`src/rtl/pixel_stream_pkg.sv`:
```
// Shared types and widths for the synthetic camera-stream transmitter.
package pixel_stream_pkg;

    localparam int unsigned PIX_W = 12;
    localparam int unsigned CNT_W = 10;
    localparam int unsigned FRM_W = 16;

    typedef enum logic [1:0] {IDLE, ACTIVE, HBLANK, VBLANK} state_t;

    typedef enum logic [1:0] {PAT_HRAMP, PAT_VRAMP, PAT_CHECK, PAT_VEDGE} pattern_t;

endpackage

```
`src/rtl/pixel_stream_if.sv`:
```
// Pixel data/valid bus as seen by the convolution stage and its line buffer.
interface pixel_stream_if;
    import pixel_stream_pkg::*;

    logic [PIX_W-1:0] oDATA;
    logic             oDVAL;
    logic             oFVAL;
    logic [CNT_W-1:0] oX_Cont;
    logic [CNT_W-1:0] oY_Cont;

    modport master (output oDATA, oDVAL, oFVAL, oX_Cont, oY_Cont);
    modport slave  (input  oDATA, oDVAL, oFVAL, oX_Cont, oY_Cont);

endinterface

```
`src/rtl/pixel_stream_gen_pattern.sv`:
```
// Combinational test-pattern lookup: (pattern, column, row) -> raw pixel.
module pixel_pattern
    import pixel_stream_pkg::*;
#(
    parameter int unsigned H_ACTIVE = 640
) (
    input  pattern_t         pat_i,
    input  logic [CNT_W-1:0] x_i,
    input  logic [CNT_W-1:0] y_i,
    output logic [PIX_W-1:0] pixel_c_o
);

    localparam logic [CNT_W-1:0] X_HALF = CNT_W'(H_ACTIVE / 2);

    always_comb begin
        pixel_c_o = '0;
        case (pat_i)
            PAT_HRAMP: pixel_c_o = PIX_W'({x_i, 2'b00});
            PAT_VRAMP: pixel_c_o = PIX_W'({y_i, 2'b00});
            PAT_CHECK: pixel_c_o = (x_i[3] ^ y_i[3]) ? '1 : '0;
            PAT_VEDGE: pixel_c_o = (x_i >= X_HALF) ? '1 : '0;
            default:   pixel_c_o = '0;
        endcase
    end

endmodule

```
`src/rtl/pixel_stream_gen.sv`:
```
// Raster timing FSM, counters and registered outputs for the test-pattern stream.
module pixel_stream_gen
    import pixel_stream_pkg::*;
#(
    parameter int unsigned H_ACTIVE = 640,
    parameter int unsigned V_ACTIVE = 480,
    parameter int unsigned H_BLANK  = 16,
    parameter int unsigned V_BLANK  = 4
) (
    input  logic             iCLK,
    input  logic             iRST,
    input  logic             iStart,
    input  logic             iStop,
    input  logic [1:0]       iPattern,
    output logic [FRM_W-1:0] oFrame_Cont,
    output logic             oBusy,
    pixel_stream_if.master   vid
);

    localparam int unsigned LINE_CYC = H_ACTIVE + H_BLANK;
    localparam int unsigned VB_CYC   = V_BLANK * LINE_CYC;
    localparam int unsigned BCNT_W   = $clog2(VB_CYC);

    localparam logic [CNT_W-1:0]  X_LAST  = CNT_W'(H_ACTIVE - 1);
    localparam logic [CNT_W-1:0]  Y_LAST  = CNT_W'(V_ACTIVE - 1);
    localparam logic [BCNT_W-1:0] HB_LAST = BCNT_W'(H_BLANK - 1);
    localparam logic [BCNT_W-1:0] VB_LAST = BCNT_W'(VB_CYC - 1);

    state_t            state_q, state_d;
    logic [CNT_W-1:0]  x_q, x_d;
    logic [CNT_W-1:0]  y_q, y_d;
    logic [BCNT_W-1:0] bcnt_q, bcnt_d;
    pattern_t          pat_q, pat_d;
    logic              stop_q, stop_d;
    logic              start_block_q, start_block_d;
    logic [FRM_W-1:0]  frame_q, frame_d;

    logic [PIX_W-1:0]  data_q;
    logic              dval_q, fval_q, busy_q;
    logic [CNT_W-1:0]  xo_q, yo_q;
    logic [FRM_W-1:0]  frame_o_q;
    logic [PIX_W-1:0]  pixel_c;

    pixel_pattern #(.H_ACTIVE(H_ACTIVE)) u_pattern (
        .pat_i     (pat_q),
        .x_i       (x_q),
        .y_i       (y_q),
        .pixel_c_o (pixel_c)
    );

    // A stop leaves start blocked until iStart is released, so a held iStart cannot restart.
    always_comb begin
        state_d       = state_q;
        x_d           = x_q;
        y_d           = y_q;
        bcnt_d        = bcnt_q;
        pat_d         = pat_q;
        stop_d        = stop_q;
        start_block_d = start_block_q;
        frame_d       = frame_q;

        if (state_q != IDLE && iStop) begin
            stop_d = 1'b1;
        end

        case (state_q)
            IDLE: begin
                x_d    = '0;
                y_d    = '0;
                bcnt_d = '0;
                if (!iStart) begin
                    start_block_d = 1'b0;
                end
                if (iStart && !iStop && !start_block_q) begin
                    state_d = ACTIVE;
                    pat_d   = pattern_t'(iPattern);
                end
            end
            ACTIVE: begin
                if (x_q == X_LAST) begin
                    state_d = HBLANK;
                    bcnt_d  = '0;
                end else begin
                    x_d = x_q + CNT_W'(1);
                end
            end
            HBLANK: begin
                if (bcnt_q == HB_LAST) begin
                    bcnt_d = '0;
                    x_d    = '0;
                    if (y_q == Y_LAST) begin
                        state_d = VBLANK;
                        y_d     = '0;
                    end else begin
                        state_d = ACTIVE;
                        y_d     = y_q + CNT_W'(1);
                    end
                end else begin
                    bcnt_d = bcnt_q + BCNT_W'(1);
                end
            end
            VBLANK: begin
                if (bcnt_q == VB_LAST) begin
                    bcnt_d  = '0;
                    frame_d = frame_q + FRM_W'(1);
                    if (stop_q || iStop) begin
                        state_d       = IDLE;
                        stop_d        = 1'b0;
                        start_block_d = 1'b1;
                    end else begin
                        state_d = ACTIVE;
                        pat_d   = pattern_t'(iPattern);
                    end
                end else begin
                    bcnt_d = bcnt_q + BCNT_W'(1);
                end
            end
            default: state_d = IDLE;
        endcase
    end

    always_ff @(posedge iCLK) begin
        if (iRST) begin
            state_q       <= IDLE;
            x_q           <= '0;
            y_q           <= '0;
            bcnt_q        <= '0;
            pat_q         <= PAT_HRAMP;
            stop_q        <= 1'b0;
            start_block_q <= 1'b0;
            frame_q       <= '0;
        end else begin
            state_q       <= state_d;
            x_q           <= x_d;
            y_q           <= y_d;
            bcnt_q        <= bcnt_d;
            pat_q         <= pat_d;
            stop_q        <= stop_d;
            start_block_q <= start_block_d;
            frame_q       <= frame_d;
        end
    end

    // Output stage: one register slice behind the raster state.
    always_ff @(posedge iCLK) begin
        if (iRST) begin
            data_q    <= '0;
            dval_q    <= 1'b0;
            fval_q    <= 1'b0;
            xo_q      <= '0;
            yo_q      <= '0;
            busy_q    <= 1'b0;
            frame_o_q <= '0;
        end else begin
            data_q    <= (state_q == ACTIVE) ? pixel_c : '0;
            dval_q    <= (state_q == ACTIVE);
            fval_q    <= (state_q == ACTIVE) || (state_q == HBLANK);
            xo_q      <= x_q;
            yo_q      <= y_q;
            busy_q    <= (state_q != IDLE);
            frame_o_q <= frame_q;
        end
    end

    assign vid.oDATA   = data_q;
    assign vid.oDVAL   = dval_q;
    assign vid.oFVAL   = fval_q;
    assign vid.oX_Cont = xo_q;
    assign vid.oY_Cont = yo_q;
    assign oBusy       = busy_q;
    assign oFrame_Cont = frame_o_q;

endmodule

```
`src/flat_wrapper.sv`:
```
// flat-port wrapper written by rule: the top's interface ports become plain ports
module pixel_stream_gen_flat import pixel_stream_pkg::*;
#(
    parameter int unsigned H_ACTIVE = 640,
    parameter int unsigned V_ACTIVE = 480,
    parameter int unsigned H_BLANK  = 16,
    parameter int unsigned V_BLANK  = 4
)
  (iCLK, iRST, iStart, iStop, iPattern, oFrame_Cont, oBusy, vid_oDATA, vid_oDVAL, vid_oFVAL, vid_oX_Cont, vid_oY_Cont);
  pixel_stream_if vid_i ();
  input  logic iCLK;
  input  logic iRST;
  input  logic iStart;
  input  logic iStop;
  input  logic [1:0] iPattern;
  output logic [FRM_W-1:0] oFrame_Cont;
  output logic oBusy;
  output wire logic [$bits(vid_i.oDATA)-1:0] vid_oDATA;
  output wire logic [$bits(vid_i.oDVAL)-1:0] vid_oDVAL;
  output wire logic [$bits(vid_i.oFVAL)-1:0] vid_oFVAL;
  output wire logic [$bits(vid_i.oX_Cont)-1:0] vid_oX_Cont;
  output wire logic [$bits(vid_i.oY_Cont)-1:0] vid_oY_Cont;
  assign vid_oDATA = vid_i.oDATA;
  assign vid_oDVAL = vid_i.oDVAL;
  assign vid_oFVAL = vid_i.oFVAL;
  assign vid_oX_Cont = vid_i.oX_Cont;
  assign vid_oY_Cont = vid_i.oY_Cont;
  pixel_stream_gen #(.H_ACTIVE(H_ACTIVE), .V_ACTIVE(V_ACTIVE), .H_BLANK(H_BLANK), .V_BLANK(V_BLANK)) u_core (.iCLK(iCLK), .iRST(iRST), .iStart(iStart), .iStop(iStop), .iPattern(iPattern), .oFrame_Cont(oFrame_Cont), .oBusy(oBusy), .vid(vid_i));
endmodule
```
`config.mk`:
```
export PLATFORM = sky130hd
export DESIGN_NAME = pixel_stream_gen_flat
export DESIGN_NICKNAME = d
export VERILOG_FILES = /design/src/rtl/pixel_stream_pkg.sv /design/src/rtl/pixel_stream_if.sv /design/src/rtl/pixel_stream_gen_pattern.sv /design/src/rtl/pixel_stream_gen.sv /design/src/flat_wrapper.sv
export SDC_FILE = /design/constraint.sdc
export NUM_CORES = 1
export LEC_CHECK = 0
export CAP_MARGIN = 15
export CORE_ASPECT_RATIO = 1.25
export CORE_MARGIN = 3
export CORE_UTILIZATION = 30
export CTS_BUF_LIST = sky130_fd_sc_hd__clkbuf_4
export CTS_CLUSTER_SIZE = 20
export DETAILED_ROUTE_END_ITERATION = 8
export PLACE_DENSITY = 0.47
export SLEW_MARGIN = 40
export SYNTH_ARGS = -nofsm -noshare
export SYNTH_HDL_FRONTEND = slang
export SYNTH_SLANG_ARGS = --single-unit
```
`constraint.sdc`:
```
create_clock -name iCLK -period 4.01 [get_ports iCLK]
set_input_delay 0.401 -clock iCLK [delete_from_list [all_inputs] [get_ports iCLK]]
set_output_delay 0.401 -clock iCLK [all_outputs]
set_load 0.02 [all_outputs]
```
# Yosys cells after proc, flatten, opt, wreduce, memory -nomap -nowiden
# Cells that the tools add are included.
[word_totals]
ff_bits = 105
inputBits = 6
output_inout_bits = 51
elab_cells = 92
[classes]
add_sub_neg = 4
n_lt_le_gt_ge = 1
eq_ne = 18
muxes = 32
bitwise = 2
n_reduce_logical = 20
[op_table]
columns = ["op", "count"]
rows = [
  ["$pmux W12 S4", 2],
  ["$mux W12", 5],
  ["$mux W10", 4],
  ["$pmux W10 S3", 1],
  ["$add A10 B1 Y10 const B", 2],
  ["$pmux W10 S2", 1],
  ["$add A16 B1 Y16 const B", 1],
  ["$mux W2", 8],
  ["$add A12 B1 Y12 const B", 1],
  ["$eq A12 B12 Y1 const B", 1],
  ["$eq A12 B4 Y1 const B", 1],
  ["$reduce_and A4 Y1", 3],
  ["$eq A10 B10 Y1 const B", 1],
  ["$eq A10 B9 Y1 const B", 1],
  ["$ge A10 B9 Y1 const B", 1],
  ["$ne A2 B1 Y1 const B", 5],
  ["$eq A2 B2 Y1 const B", 4],
  ["$mux W1", 8],
  ["$pmux W2 S4", 1],
  ["$ne A2 B2 Y1 const B", 3],
  ["$reduce_bool A2 Y1", 3],
  ["$eq A2 B1 Y1 const B", 2],
  ["$logic_not A2 Y1", 2],
  ["$pmux W2 S2", 1],
  ["other kinds (10)", 15],
]

# Logic depth before layout (Yosys ltp)
# Gate-level depths: netlist of the first run.
[depth]
ltp_word = 6
ltp_mapped = 8
depth_no_buf = 8

# Modules after synthesis
# Synthesis of the first run repeated with hierarchy kept, for this count alone.
[unflattened]
cells_unflattened = 485
area_unflattened_um2 = 4444.3
[by_module_without_submodules]
columns = ["module", "instances", "cells_each", "area_per_inst_um2", "seq_area_each_um2"]
rows = [
  ["pixel_stream_gen", 1, 442, 4166.5, 2102.0],
  ["pixel_pattern", 1, 43, 277.8, 0.0],
]

# Worst setup path before layout of the first run
# No wires, ideal clock.
[synth_timing]
path_type = "register to register"
from = "register u_core.bcnt_q[6]"
to = "register u_core.x_q[4]"
setup_ps = 70
t_arrival_ps = 2188
required_time_ps = 3940
path_slack_ps = 1753
stages_incl_launch_ff = 7
path_buffers = 1
period_less_slack_ps = 2257
path_cell_list = "dfxtp_1 or4_4 o31a_1 or3_1 buf_2 or3_1 a21oi_1"
[synth_between]
elab_chain_cells = 3
[synth_lines]
columns = ["item", "line", "text"]
rows = [
  ["from (decl)", "pixel_stream_gen.sv:32", "logic [BCNT_W-1:0] bcnt_q, bcnt_d;"],
  ["from (signal assigned)", "pixel_stream_gen.sv:136", "bcnt_q <= bcnt_d;"],
  ["$eq A12 B4 Y1", "pixel_stream_gen.sv:88", "if (bcnt_q == HB_LAST) begin"],
  ["$ne A2 B1 Y1 (no line)", "-", ""],
  ["$reduce_and A3 Y1 (no line)", "-", ""],
  ["to (signal assigned)", "pixel_stream_gen.sv:125", "x_q <= '0;"],
  ["to (signal assigned)", "pixel_stream_gen.sv:134", "x_q <= x_d;"],
  ["to (decl)", "pixel_stream_gen.sv:30", "logic [CNT_W-1:0] x_q, x_d;"],
]
# Every way passes these cells.
# A chain may end at the register's enable or synchronous reset.

# Worst setup path after layout of the first run
[layout_timing]
from = "register u_core.state_q[1]"
to = "register u_core.frame_q[8]"
[layout_between]
elab_chain_cells = 2
[layout_lines]
columns = ["item", "line", "text"]
rows = [
  ["from (decl)", "pixel_stream_gen.sv:29", "state_t state_q, state_d;"],
  ["from (signal assigned)", "pixel_stream_gen.sv:133", "state_q <= state_d;"],
  ["$eq A2 B2 Y1", "pixel_stream_gen.sv:66", "case (state_q)"],
  ["$reduce_and A2 Y1 (no line)", "-", ""],
  ["to (signal assigned)", "pixel_stream_gen.sv:140", "frame_q <= frame_d;"],
  ["to (decl)", "pixel_stream_gen.sv:36", "logic [FRM_W-1:0] frame_q, frame_d;"],
]
# Every way passes these cells.

==> summary.txt, run 1 <==
Clock network
  • Max Buffers Root-to-Sink: 2
  • H-tree depth: 3
  • Sink Count: 104
  • Worst-Skew Late Latency: 440 ps
  • CTS buffer count: 9
  • Clock Pin Slew Worst Setup and Hold Paths: ~160 ps
  • CTS Root Cell: clkbuf_4
  • Setup repair bufs after CTS: 0
  • Cts hold-fix bufs: 0
  • CTS tree: yes
  • Resized cells post-CTS: 0

Floorplan
  • Die X: ~110 µm
  • CORE AREA: 0.0139 mm²
  • Die area: 0.0157 mm²
  • Starting Density: 30.8%
  • Die Ht: 139 µm
  • Num ports: 57
  • Row cnt: 48

Setup path
  • Required @ worst endpoint: 4390 ps
  • R2R Path End: u_core.frame_q[8]
  • Critical Path Start: u_core.state_q[1]
  • Startpoint types: flip-flop
  • Kind of critical path: flip-flop to flip-flop
  • Reg-to-reg startpoint: u_core.state_q[1]
  • Worst-path maximum fanout: 14
  • R2R depth: 6
  • Endpoint class of the critical path: flip-flop
  • Worst Setup EP: u_core.frame_q[8]
  • CP arrival: between 2000 and 3000 ps
  • Reg2reg setup slack: approximately 1500 ps

Logic synthesis
  • Average size of a mapped cell: 9.03 µm²
  • Seq/Total Area, Yosys: 48.8%
  • Syn nets: 488
  • Synth Cell Area: 0.00427 mm²
  • Ys Warns: 0
  • Post-synth EDFFs: 0
  • Register bit total from synthesis: 104
  • Top FF cell, synth: dfxtp_1
  • Gate Count Post-Synth: approximately 470
  • Unique masters post-synth: 51
  • FFs w/ async S/R, synth: 0%

Timing
  • Final setup fails: 0
  • Clock skew: 20.4 ps
  • Slew headroom: ~47%
  • Fin crit period: between 2000 and 2500 ps
  • FMAX: between 400 and 500 MHz
  • RSZ-0062 raised after global routing: false
  • Slew Limit Fails: 0
  • Setup TNS: 0 ps
  • Final period util: 62.1%
  • Worst-margin pin slew: 785 ps
  • Final Hold Fails: 0

Detailed routing
  • Initial DRC Count: 155
  • Residual DRC: 0
  • Post-route ant nets: 0
  • Vias/cell: around 4.9
  • Avg WL per Cell: 14.3 µm
  • Post-Route WL: 10,100 µm
  • Pre-antenna DRT Iters: 4
  • Vias: between 3,000 and 4,000

Global route
  • Number of global-route vias before repair: 3,350
  • Grt ovf: 0
  • Largest net degree at the start of global routing: 52
  • Initial antenna violation count: 1
  • First-pass GRT wire length: 16,700 µm
  • Total Routing Usage GR: 13.1%

Min path
  • Worst hold path class: input pin to flip-flop

Placement
  • GPL Wtd Cong: 0.818
  • Port buffer count: 56
  • DP HPWL: between 7000 and 8000 µm

Power
  • Post-layout total power: slightly below 0.002 W
  • Clock power frac: about a quarter
  • Leak: 1.79 nW
  • Cell-internal power: 0.00133 W
  • PwrDens: 380 mW/mm²
  • Sequential share of power: between 50% and 60%
  • Switching part of the total: 31.0%
  • VDD IR max: 0.000219 V
  • Comb power frac: between 10% and 20%
  • Net Switching: approximately 0.0006 W

Job
  • Max cap viols: 0

Final layout
  • Nets: 535
  • Share of layout cells above drive strength 1: between 7 and 8%
  • Area delta synth->final: 19.2%
  • Most common cell after layout, fill and taps aside: dfxtp_1
  • Most frequent cells in the layout: dfxtp_1 (104), nor2_1 (55), clkdlybuf4s50_1 (55), nand2_1 (32), nor2b_1 (25)

Outcome
  • Status: finished clean
-- worst min path at each step --
| stage | endpoint | depth (start not counted) | start | slack [ps] |
|---|---|---|---|---|
| 6_report | u_core.y_q[0] | 2 | iRST | 350 |
| 5_1_grt | u_core.pat_q[0] | 2 | iRST | 330 |
| 4_1_cts | u_core.y_q[0] | 2 | iRST | 330 |
| 3_5_place_dp | u_core.y_q[8] | 1 | u_core.y_q[8] | 480 |
| 3_3_place_gp | u_core.y_q[8] | 1 | u_core.y_q[8] | 480 |
| 2_1_floorplan | u_core.y_q[8] | 1 | u_core.y_q[8] | 450 |
-- power by group through the flow --
| stage | clock (W) | combinational (W) | sequential, W |
|---|---|---|---|
| floorplan | 0 | 0.000231 | 0.00113 |
| finish | 0.000464 | 0.000367 | 0.00110 |
| global route | 0.000542 | 0.000408 | 0.00111 |
| global placement | 0 | 0.000370 | 0.00112 |
| detailed placement | 0 | 0.000370 | 0.00112 |
| CTS | 0.000487 | 0.000373 | 0.00110 |
-- area by class of cell --
cell class / count / area [µm²]
fillers: 1422 / 8780
flip-flops and latches: 104 / 2080
multi-input cells: 324 / 2010
repair buffers: 60 / 586
well taps: 175 / 219
inverters: 21 / 78.8
clock buffers: 10 / 75.1
clock inverters: 6 / 33.8
diodes: 1 / 2.50
-- per-stage QoR --
step                std cells  hold slack (ps)  worst slack, ps  utilization (%)  instance area [µm²]
finish                    701              348             1520             36.7                 5090
global route              701              330             1350             36.7                 5090
CTS                       700              327             1520             36.7                 5090
detailed placement        684              482             1540             35.9                 4980
global placement          684              480             1620             35.9                 4980
floorplan                 473              454             1750                -                 4270
-- flip-flops by register name, indices dropped and copies added (netlist names), 2 cells and up --
| register | cells |
|---|---|
| u_core.bcnt_q | 12 |
| u_core.frame_q | 16 |
| u_core.oFrame_Cont | 16 |
| u_core.pat_q | 2 |
| u_core.state_q | 2 |
| u_core.vid.oDATA | 11 |
| u_core.vid.oX_Cont | 10 |
| u_core.vid.oY_Cont | 10 |
| u_core.x_q | 10 |
| u_core.y_q | 10 |
-- routing by layer --
metal	part of all wire, %	up-vias	global-route usage [%]
li1	-	1751	-
met1	45	1611	16.2
met2	49	87	21.9
met3	5.1	12	3.52
met4	1.5	0	4.30
met5	0	-	0
-- critical path, cell delays in order, from the launching register on --
cell and delay, ps:
dfxtp_1 440, ha_1 490, nand3_1 150, nor4_2 610, nand3_1 240, or3_1 360, a21oi_1 140
-- cell usage after synthesis, drive strengths merged (3+ instances only) --
library cell	n	area [µm²]
a211oi	3	22.5
a21o	3	22.5
a21oi	21	105
a31oi	7	43.8
and2	7	43.8
and3	6	37.5
and4	4	35.0
buf	3	16.3
clkbuf	21	78.8
dfxtp	104	2080
ha	9	113
inv	21	78.8
mux2i	4	40.0
nand2	32	120
nand2b	3	18.8
nand3	20	100
nand4	21	131
nor2	55	206
nor2b	25	156
nor3	11	55.1
nor4	4	31.3
o21ai	16	80.1
o221a	9	101
o311ai	4	35.0
o31ai	4	30.0
o41ai	3	26.3
or3	5	31.3
or4	3	30.0
xnor2	8	70.1
xor2	18	158
-- cell families (layout without fill, tap and decap cells) --
| logic type | count (synthesis) | in the layout | share of synthesized area [%] |
|---|---|---|---|
| mux | 6 | 6 | 1.47 |
| simple gates | 204 | 204 | 24.9 |
| flops | 104 | 104 | 48.8 |
| xor+xnor | 26 | 26 | 5.33 |
| buf+inv | 45 | 97 | 4.07 |
| compound gates | 79 | 79 | 12.8 |
| fa+ha+maj | 9 | 9 | 2.64 |
| other cells | 0 | 1 | 0 |
Note: power is estimated with default switching activity, not from simulation.
==> run 2, diff against run 1 <==
Clock period 4.01 ns to 2.3 ns, I/O delays scaled along.
==> run 2 against run 1 <==
Non-clock buffer count grew 20. Utilization rose by 1.5 points. Critical path depth decreased by 1. Clock skew fell by 13 ps. Register-to-register slack worse by 1400 ps. Count of clock-buffer cells in the layout did not move. Routed wire length up 3.4%. Critical endpoint is now u_core.x_q[4]. Largest power group unchanged. Highest routed layer unchanged.
==> summary.txt, run 2 (synthesis results as in run 1) <==
Outcome
  • Status: finished clean

Timing
  • FMAX: 449 MHz
  • Final setup margin: 71.5 ps
  • Clock skew: a little under 8 ps
  • Slew headroom: 59.2%
  • Final period util: 96.9%
  • Final Hold Fails: 0
  • Worst-margin pin slew: 606 ps
  • RSZ-0062 raised after global routing: false
  • Slew Limit Fails: 0
  • Final setup fails: 0
  • Fin crit period: approximately 2200 ps
  • Setup TNS: 0 ps

Setup path
  • Endpoint class of the critical path: flip-flop
  • Kind of critical path: flip-flop to flip-flop
  • Worst-path maximum fanout: 6
  • CP arrival: 2630 ps
  • R2R depth: 5
  • Startpoint types: flip-flop
  • Required @ worst endpoint: 2700 ps

Detailed routing
  • Avg WL per Cell: around 14 µm
  • Vias: 3,554
  • Initial DRC Count: 150
  • Pre-antenna DRT Iters: 6
  • Post-route ant nets: 0
  • Post-Route WL: 10,400 µm
  • Residual DRC: 0
  • Vias/cell: just under 5

Final layout
  • Nets: 555
  • Most common cell after layout, fill and taps aside: dfxtp_1
  • Most frequent cells in the layout: dfxtp_1 (103), nor2_1 (55), clkdlybuf4s50_1 (55), nand2_1 (32), nor2b_1 (25)
  • Final Cell Area: 0.00530 mm²
  • Share of layout cells above drive strength 1: 11.6%
  • Area delta synth->final: 24.1%
  • Finished Core Util: a little under two fifths
  • Fillers: 1,448

Placement
  • Port buffer count: 56
  • GPL Wtd Cong: 0.840
  • Placed Area: about 0.005 mm²
  • DP HPWL: 7410 µm
  • Place WS: 18.8 ps

Clock network
  • CTS Root Cell: clkbuf_4
  • Sink Count: 104
  • H-tree depth: 3
  • Max Buffers Root-to-Sink: 2
  • Clock Pin Slew Worst Setup and Hold Paths: 150 ps
  • CTS buffer count: 9
  • CTS tree: yes
  • Worst-Skew Late Latency: 460 ps
  • Setup repair bufs after CTS: 0

Global route
  • Grt ovf: 0
  • First-pass GRT wire length: around 17,000 µm
  • Initial antenna violation count: 1
  • Number of global-route vias before repair: 3,488
  • Largest net degree at the start of global routing: 68
  • Total Routing Usage GR: 13.4%

Min path
  • Worst Hold Depth: 3
  • Worst hold path class: input pin to flip-flop

Power
  • PwrDens: ~680 mW/mm²
  • Leak: 1.92 nW
  • Post-layout total power: 0.00358 W
  • VDD IR max: around 0.00032 V

Job
  • Max cap viols: 0

Floorplan
  • Die X: roughly 110 µm
  • Num ports: 57
  • CORE AREA: 0.0139 mm²
  • Row cnt: 48
  • Die Ht: approximately 140 µm
  • Starting Density: 30.8%
  • Die area: 0.0157 mm²
[run 2: worst max-delay path: stages (launching register included)]
cell	delay (ps)
dfxtp_2	360
or4_4	580
o31a_1	360
or3_4	390
or3_1	340
a21oi_1	140
[run 2: layout make-up]
cell class              instances  area (µm²)  area share (%)
flip-flops and latches        104        2080            39.3
repair buffers                 80         751            14.2
clock inverters                 6        58.8            1.11
inverters                      21        78.8            1.49
diodes                          1        2.50          0.0472
multi-input cells             324        2030            38.3
well taps                     175         219            4.13
clock buffers                  10        75.1            1.42
[run 2: where the power goes]
part,leakage [nW],internal [W],switching (W),total [W]
clock,0.0803,0.000342,0.000606,0.000947
sequential,0.839,0.00186,0.0000567,0.00192
combinational,0.997,0.000292,0.000418,0.000710
[run 2: routing by layer]
metal / vias up / wire [µm] / global-route usage, %
li1: 1801 / - / -
met1: 1658 / 4730 / 16.7
met2: 77 / 5030 / 22.4
met3: 18 / 425 / 3.13
met4: 0 / 218 / 5.38
met5: - / 0 / 0
[run 2: what timing repair did]
action                                  CTS  global route
resized for setup                         0             5
endpoints found under the hold margin     1             0
hold buffers                              1             0
pin swaps                                 1             0
endpoints found under the setup margin    2            13
[run 2: final timing paths]
check	startpoint	end	slack, ps
min reg2reg	u_core.frame_q[15]	u_core.oFrame_Cont[15]	500
max reg2reg	u_core.bcnt_q[6]	u_core.x_q[4]	70
max	u_core.bcnt_q[6]	u_core.x_q[4]	70
min	iPattern[0]	u_core.pat_q[0]	370
[run 2: stage by stage]
step	cells	hold WS (ps)
after floorplan	473	374
after global placement	703	480
after detailed placement	703	486
after CTS	720	346
after global routing	721	385
final	721	371
